==> config.mk <==
export PLATFORM = sky130hd
export DESIGN_NAME = agc_gtlt_monitor
export DESIGN_NICKNAME = d
export VERILOG_FILES = /design/src/rtl/agc_pkg.sv /design/src/rtl/agc_popcount.sv /design/src/rtl/agc_gtlt_monitor.sv
export SDC_FILE = /design/constraint.sdc
export NUM_CORES = 1
export LEC_CHECK = 0
export ABC_AREA = 1
export BUFFER_PORTS_ARGS = -buffer_cell sky130_fd_sc_hd__buf_2
export CAP_MARGIN = 20
export CORE_MARGIN = 5
export CORE_UTILIZATION = 30
export DETAILED_ROUTE_END_ITERATION = 10
export PLACE_DENSITY_LB_ADDON = 0.1
export SYNTH_ARGS = -nofsm -noshare
export SYNTH_HDL_FRONTEND = slang
export SYNTH_HIERARCHICAL = 1
export SYNTH_SLANG_ARGS = --single-unit
==> constraint.sdc <==
create_clock -name clk_i -period 2.21 [get_ports clk_i]
set_input_delay 0 -clock clk_i [delete_from_list [all_inputs] [get_ports clk_i]]
set_output_delay 0 -clock clk_i [all_outputs]
set_load 0.05 [all_outputs]
==> src/rtl/agc_pkg.sv <==
// Shared types and constants for the AGC gt/lt flag monitor.
package agc_pkg;

    localparam int unsigned AGC_NSAMP    = 8;
    localparam int unsigned AGC_CNT_BITS = 24;

    typedef enum logic [1:0] {
        IDLE,
        RUN,
        FLUSH,
        HOLD
    } agc_mon_state_t;

    // Bits needed to hold a population count of n flags (0..n).
    function automatic int unsigned agc_pop_width(input int unsigned n);
        return $clog2(n + 1);
    endfunction

endpackage

==> src/rtl/agc_popcount.sv <==
// Registered population count of an NSAMP-bit flag vector (one cycle latency).
module agc_popcount
    import agc_pkg::*;
#(
    parameter int unsigned NSAMP = AGC_NSAMP,
    parameter int unsigned PW    = agc_pop_width(NSAMP)
) (
    input  logic             clk_i,
    input  logic             rst_n_i,
    input  logic [NSAMP-1:0] flags_i,
    output logic [PW-1:0]    count_o
);

    logic [PW-1:0] count_c;

    always_comb begin
        count_c = '0;
        for (int k = 0; k < NSAMP; k++) begin
            count_c = count_c + PW'(flags_i[k]);
        end
    end

    always_ff @(posedge clk_i or negedge rst_n_i) begin
        if (!rst_n_i) begin
            count_o <= '0;
        end else begin
            count_o <= count_c;
        end
    end

endmodule

==> src/rtl/agc_gtlt_monitor.sv <==
// Counts gt/lt threshold flags over a programmable window and presents
// counts, sum and difference to the AGC loop with a done/ack handshake.
module agc_gtlt_monitor
    import agc_pkg::*;
#(
    parameter int unsigned NSAMP    = AGC_NSAMP,
    parameter int unsigned CNT_BITS = AGC_CNT_BITS,
    parameter int unsigned PER_BITS = 24
) (
    input  logic                clk_i,
    input  logic                rst_n_i,
    input  logic [NSAMP-1:0]    gt_i,
    input  logic [NSAMP-1:0]    lt_i,
    input  logic                start_i,
    input  logic [PER_BITS-1:0] period_i,
    input  logic                ack_i,
    output logic                busy_o,
    output logic                done_o,
    output logic [CNT_BITS-1:0] gt_count_o,
    output logic [CNT_BITS-1:0] lt_count_o,
    output logic [CNT_BITS:0]   sum_o,
    output logic [CNT_BITS:0]   diff_o,
    output logic                overflow_o
);

    localparam int unsigned PW = agc_pop_width(NSAMP);
    localparam int unsigned SW = CNT_BITS + 1;
    localparam logic [CNT_BITS-1:0] CNT_MAX = '1;

    agc_mon_state_t      state, state_next;
    logic [PER_BITS-1:0] period;
    logic [PER_BITS-1:0] win_cnt;
    logic [PER_BITS-1:0] win_inc;
    logic [PW-1:0]       gt_pop, lt_pop;
    logic [SW-1:0]       gt_wide, lt_wide;
    logic [CNT_BITS-1:0] gt_sat, lt_sat;
    logic                clip;
    logic                accept, add_en, hold_enter, ack_take;

    agc_popcount #(.NSAMP(NSAMP), .PW(PW)) u_gt_pop (
        .clk_i   (clk_i),
        .rst_n_i (rst_n_i),
        .flags_i (gt_i),
        .count_o (gt_pop)
    );

    agc_popcount #(.NSAMP(NSAMP), .PW(PW)) u_lt_pop (
        .clk_i   (clk_i),
        .rst_n_i (rst_n_i),
        .flags_i (lt_i),
        .count_o (lt_pop)
    );

    // Saturating accumulate of the registered popcounts.
    always_comb begin
        gt_wide = {1'b0, gt_count_o} + SW'(gt_pop);
        lt_wide = {1'b0, lt_count_o} + SW'(lt_pop);
        gt_sat  = gt_wide[CNT_BITS] ? CNT_MAX : gt_wide[CNT_BITS-1:0];
        lt_sat  = lt_wide[CNT_BITS] ? CNT_MAX : lt_wide[CNT_BITS-1:0];
        clip    = gt_wide[CNT_BITS] | lt_wide[CNT_BITS];
        win_inc = win_cnt + PER_BITS'(1);
    end

    // Next-state and control strobes.
    always_comb begin
        state_next = state;
        accept     = 1'b0;
        add_en     = 1'b0;
        hold_enter = 1'b0;
        ack_take   = 1'b0;
        case (state)
            IDLE: begin
                if (start_i && (period_i != '0)) begin
                    accept     = 1'b1;
                    state_next = RUN;
                end
            end
            RUN: begin
                // First RUN edge only loads the popcount stage.
                add_en = (win_cnt != '0);
                if (win_inc == period) begin
                    state_next = FLUSH;
                end
            end
            FLUSH: begin
                add_en     = 1'b1;
                state_next = HOLD;
            end
            HOLD: begin
                if (!done_o) begin
                    hold_enter = 1'b1;
                end else if (ack_i) begin
                    ack_take   = 1'b1;
                    state_next = IDLE;
                end
            end
            default: state_next = IDLE;
        endcase
    end

    always_ff @(posedge clk_i or negedge rst_n_i) begin
        if (!rst_n_i) begin
            state      <= IDLE;
            period     <= '0;
            win_cnt    <= '0;
            busy_o     <= 1'b0;
            done_o     <= 1'b0;
            gt_count_o <= '0;
            lt_count_o <= '0;
            sum_o      <= '0;
            diff_o     <= '0;
            overflow_o <= 1'b0;
        end else begin
            state <= state_next;
            if (accept) begin
                period     <= period_i;
                win_cnt    <= '0;
                busy_o     <= 1'b1;
                gt_count_o <= '0;
                lt_count_o <= '0;
                sum_o      <= '0;
                diff_o     <= '0;
                overflow_o <= 1'b0;
            end
            if (state == RUN) begin
                win_cnt <= win_inc;
            end
            if (add_en) begin
                gt_count_o <= gt_sat;
                lt_count_o <= lt_sat;
                if (clip) begin
                    overflow_o <= 1'b1;
                end
            end
            if (hold_enter) begin
                sum_o  <= SW'(gt_count_o) + SW'(lt_count_o);
                diff_o <= SW'(gt_count_o) - SW'(lt_count_o);
                done_o <= 1'b1;
                busy_o <= 1'b0;
            end
            if (ack_take) begin
                done_o <= 1'b0;
            end
        end
    end

endmodule
==> impl_metrics.toml, run 1 <==
[outcome]
status = "complete, but fails checks"
violations = "setup timing"

[setup_path]
critPathLaunchType = "register"
required_ns = 2.53
arrival_ns = 2.67
end_kind = "register"
path_max_fanout = 25
critPathKind = "reg2reg"

[global_routing]
grt_max_degree = 53
overflow = 0
grt_pass1_wl_mm = 66.2
grt_pass1_vias = 11700
grt_antenna_before_repair = 0
grt_use_total_pct = 20.2

[finish]
final_layout_size_suffix_gt1_share_pct = 36.2
syn_to_final_growth_pct = 47.4
antenna_cells = 0
nNetsFinal = 2169

[yosys]
yosysTopAreaCell = "dfrtp_1"
syn_nets = 1742
synth_area_leaders = "dfrtp_1, nand2_1, o21ai_0"
synth_edf_count = 0
yosysSeqAreaShare_pct = 34.7
synth_area_per_cell_um2 = 7.04
syn_area_um2 = 11400
synth_cell_types = 42
ys_warn_count = 6
netlist_instances = 1618
synthArstFlopShare_pct = 100
ys_ff_latch = 158
ys_dominant_reg_cell = "dfrtp_1"
yosysTopAreaCellShare_pct = 34.7

[route]
dr.pass1.iters = 5
via_per_inst = 4.71
initialDrtViolationCount = 687
drc = 0
wl_mm = 42.8
ant_nets = 0
wl_per_cell_um = 16.7
num_vias = 12100

[clock_tree]
htree_levels = 4
numClockSinks = 158
path_clk_slew_ns = 0.07
cts_tree = "done"
cts_buffer_depth = 2
insertion_delay_ns = 0.45
numCtsBuffers = 17
cts.root.buffer_cell = "clkbuf_16"

[timing]
whs_ns = 0.0520
finalSetupViolations = 43
period_share_pct = 106
finalHoldViolations = 0
timing.fmax_mhz = 427
rsz0062_at_grt = "yes"
maxSlewViolCount = 0
fin_ws_ns = -0.134
worst_pin_slew_ns = 0.461
layout_min_cycle_time_ns = 2.34
clock_skew_ns = 0.0114
slew_headroom_pct = 69.0
tns_ns = -2.06

[die]
ios = 145
core.rowCount = 71
coreArea_um2 = 37600
start_util_pct = 30.3
die_y_um = 205
die_area_um2 = 42000
die_w_um = 205

[worst_hold_path]
hold_path.class = "in2async"

[run]
cap_violations = 0

[pwr]
peakVddDrop_uv = 710
pwr_density_cell_nw_per_um2 = 1380
p_leak_nw = 8.62

[placed_design]
dp_hpwl_mm = 33.7
gp_congestion = 0.900
port-buffer-count = 144
==> cells by family (layout without fill, tap and decap cells) <==
family	count (synthesis)	in the layout	share of synthesized area, %
xor+xnor	40	40	3.08
flops	158	158	34.7
simple gates	749	749	28.4
fa+ha+maj	80	80	9.58
buf+inv	268	708	8.99
compound gates	323	323	15.3
==> cell usage in the layout, fill, tap and decap left out, drive strengths merged, types with 24 or more instances in the layout <==
cell type,n
nand2,433
nand3,99
a21oi,89
nor3,30
xor2,30
ha,68
dfrtp,158
buf,423
nand4,24
nor2,136
dlygate4sd3,28
o21ai,182
inv,225
==> per-stage QoR <==
stage / instance area [um2] / cells / utilization, % / worst slack (ns) / power, W
3_5_place_dp: 14700 / 2474 / 39.1 / -0.393 / 0.0181
4_1_cts: 15900 / 2548 / 42.4 / -0.0911 / 0.0219
3_3_place_gp: 14700 / 2474 / 39.1 / -0.366 / 0.0180
5_1_grt: 16800 / 2569 / 44.7 / -0.233 / 0.0250
2_1_floorplan: 11500 / 1618 / - / -0.211 / 0.0123
6_report: 16800 / 2569 / 44.7 / -0.134 / 0.0232
==> per-layer routing <==
metal	vias up	GRT usage (%)	part of all wire, %
met5	-	0	0
met2	242	29.6	43
li1	6119	-	-
met4	0	3.68	0.90
met3	22	3.36	4.6
met1	5722	31.5	52
==> worst paths after layout <==
kind	depth (start not counted)	slack, ns	startpoint	end
setup reg to reg	13	-0.13	win_cnt[0]	lt_count_o[16]
max in group asynchronous	3	1.40	rst_n_i	lt_count_o[13]
setup / recovery	13	-0.13	win_cnt[0]	lt_count_o[16]
min in group clk_i	5	0.07	start_i	state[1]
hold reg to reg	2	0.47	sum_o[20]	sum_o[20]
hold / removal	2	0.05	rst_n_i	period[4]
==> flip-flops by register name (all words and copies together) (netlist names), 4 cells and up <==
signal	flops
sum_o	24
u_lt_pop/count_o	4
gt_count_o	24
diff_o	25
lt_count_o	24
u_gt_pop/count_o	4
win_cnt	24
period	24
==> synthesized netlist by cell type (2+ instances only) <==
library cell / number
xor2_1: 30
nor4_1: 11
buf_2: 8
xnor2_1: 10
nand3_1: 99
o21bai_1: 7
a21oi_1: 89
or2_2: 6
buf_4: 2
o21a_1: 6
a211oi_1: 2
clkbuf_1: 35
inv_2: 3
nor2_4: 8
ha_1: 68
a21o_1: 9
nand2_1: 425
o211ai_1: 3
dfrtp_1: 158
o21ai_0: 175
fa_1: 12
nand4_1: 24
nor3_1: 30
nor2_2: 5
nand3b_1: 7
nand2_2: 6
nand2_4: 2
inv_1: 219
a32o_1: 3
nor2_1: 122
o21ai_1: 6
a31oi_1: 5
o22ai_1: 14
==> repair_timing <==
item,CTS,global route
pin swaps,31,65
setup endpoints to repair,78,85
setup buffers,14,19
hold buffers,28,0
endpoints found under the hold margin,185,0
resized for setup,92,221
gates cloned,0,2
==> worst max-delay path: stages (launching register included) <==
cell        delay, ns
dfrtp_2          0.42
inv_2            0.09
ha_4             0.14
nand4_1          0.11
nor4_2           0.19
nand4_1          0.26
nand2_1          0.12
nand2_1          0.06
nand2_2          0.07
buf_6            0.12
clkinvlp_4       0.19
buf_12           0.23
o211ai_1         0.10
o21ai_1          0.10
==> layout make-up <==
type / count / area, um2
fillers: 3950 / 20800
multi-input cells: 1192 / 7360
flip-flops and latches: 158 / 4010
repair buffers: 453 / 3320
inverters: 223 / 866
well taps: 511 / 639
clock buffers: 20 / 457
clock inverters: 12 / 135
==> power breakdown <==
| group | internal, W | total [W] | switching [W] |
|---|---|---|---|
| logic | 0.00621 | 0.0158 | 0.00958 |
| clock network | 0.00173 | 0.00304 | 0.00130 |
| registers | 0.00373 | 0.00440 | 0.000665 |
| total | 0.0117 | 0.0232 | 0.0115 |
Power figures use the tool's default switching activity.
==> inputs of run 2 (changes only) <==
Settings changed: SKIP_LAST_GASP from default to 1.
==> impl_metrics.toml, run 2 (synthesized netlist as in run 1, its figures left out) <==
[placed_design]
dp_hpwl_mm = 33.7
gp_congestion = 0.900
port-buffer-count = 144
place_inst = 2474

[timing]
clock_skew_ns = 0.0106
layout_min_cycle_time_ns = 2.34
slew_headroom_pct = 69.0
timing.fmax_mhz = 427
worst_pin_slew_ns = 0.460
period_share_pct = 106
finalHoldViolations = 0
rsz0062_at_grt = "yes"
fin_ws_ns = -0.130
maxSlewViolCount = 0
finalSetupViolations = 44
tns_ns = -1.85

[setup_path]
arrival_ns = 2.66
r2r_start = "win_cnt[0]"
end_kind = "register"
path_max_fanout = 25
crit_start = "win_cnt[0]"
critPathLaunchType = "register"
critPathSlowestCell = "dfrtp_2"
required_ns = 2.53
cp_top_family = "simple AND/OR/NAND/NOR gates"
critPathMaxStageDelay_ns = 0.42
critPathKind = "reg2reg"
cp_cell_sequence = "inv_2, ha_4, nand4_1, nor4_2, nand4_1, nand2_1, nand2_1, nand2_2, buf_6, clkinvlp_4, buf_12, o211ai_1, o21ai_1"
cp_num_buf_inv = 4

[clock_tree]
numClockSinks = 158
numCtsBuffers = 17
htree_levels = 4
path_clk_slew_ns = 0.07
cts_buffer_depth = 2
insertion_delay_ns = 0.45
cts.root.buffer_cell = "clkbuf_16"
cts_tree = "done"

[die]
coreArea_um2 = 37600
die_area_um2 = 42000
core.rowCount = 71
ios = 145
start_util_pct = 30.3
die_y_um = 205
die_w_um = 205

[route]
drc = 0
initialDrtViolationCount = 707
via_per_inst = 4.72
wl_mm = 42.8
num_vias = 12100
wl_per_cell_um = 16.6
dr.pass1.iters = 5
ant_nets = 0

[finish]
antenna_cells = 0
syn_to_final_growth_pct = 47.0
largest_reg_flops = 25
final_layout_size_suffix_gt1_share_pct = 35.6
final_common_cell = "nand2_1"
regMostFlops = "diff_o"
fin_util_pct = 44.6
layout_common_cells = "nand2_1, buf_4, inv_1"
nNetsFinal = 2169
layout.cells.non_filler = 2569

[pwr]
p_leak_nw = 8.63
pwr_density_cell_nw_per_um2 = 1380
peakVddDrop_uv = 704

[worst_hold_path]
hold_path.class = "in2async"

[global_routing]
grt_pass1_wl_mm = 66.1
grt_pass1_vias = 11700
overflow = 0
grt_max_degree = 53
grt_use_total_pct = 20.2
grt_antenna_before_repair = 0

[outcome]
status = "complete, but fails checks"
violations = "setup timing"

[run]
cap_violations = 0
[run 2: metal layers]
layer  global-route usage, %  vias to the layer above  routed length, um
met5                       0                        -                  0
met4                    3.68                        0                379
met3                    3.36                       22               1930
met2                    29.6                      267              18200
met1                    31.5                     5718              22200
li1                        -                     6121                  -
[run 2: layout make-up]
| type | instances | area (um2) |
|---|---|---|
| fill | 3959 | 20800 |
| multi-input combinational | 1192 | 7310 |
| sequential | 158 | 4010 |
| timing repair buffer | 453 | 3320 |
| inverter | 223 | 866 |
| tap | 511 | 639 |
| clock buffer | 20 | 457 |
| clock inverter | 12 | 135 |
[run 2: timing repair]
action | CTS | global route
hold buffers | 28 | 0
pin swaps | 31 | 62
gates resized for setup | 87 | 206
endpoints found under the setup margin | 78 | 85
cloned | 0 | 2
buffers inserted | 14 | 19
hold endpoints to repair | 185 | 0
[run 2: through the flow]
stage / hold WS [ns] / instance area (um2) / setup slack [ns] / total power (W)
CTS: 0.0488 / 15900 / -0.0911 / 0.0218
global placement: -0.0287 / 14700 / -0.366 / 0.0180
floorplan: -0.296 / 11500 / -0.211 / 0.0123
global route: 0.0830 / 16700 / -0.234 / 0.0249
detailed placement: -0.0300 / 14700 / -0.393 / 0.0181
finish: 0.0528 / 16700 / -0.130 / 0.0231
[run 2: worst register-to-register path: cells and delay by family, from the launching register on]
| family | cells | cell delay [ns] |
|---|---|---|
| buffers and inverters | 4 | 0.61 |
| adder cells (fa/ha/maj) | 1 | 0.15 |
| flip-flops | 1 | 0.42 |
| AO/OA/AOI/OAI | 2 | 0.22 |
| AND/OR/NAND/NOR | 6 | 0.81 |
[run 2: worst paths after layout]
kind                                       end  cells past startpoint  slack, ns
min in group clk_i                    state[1]                      5       0.07
worst min register to register       sum_o[20]                      2       0.47
worst max-delay path            lt_count_o[16]                     13      -0.13
worst min-delay path                 period[5]                      2       0.05
max in group asynchronous       lt_count_o[13]                      3       1.41
worst max register to register  lt_count_o[16]                     13      -0.13
[run 2: power by group]
part           switching (W)  internal, W
combinational        0.00952      0.00617
clock                0.00130      0.00173
sequential          0.000663      0.00373
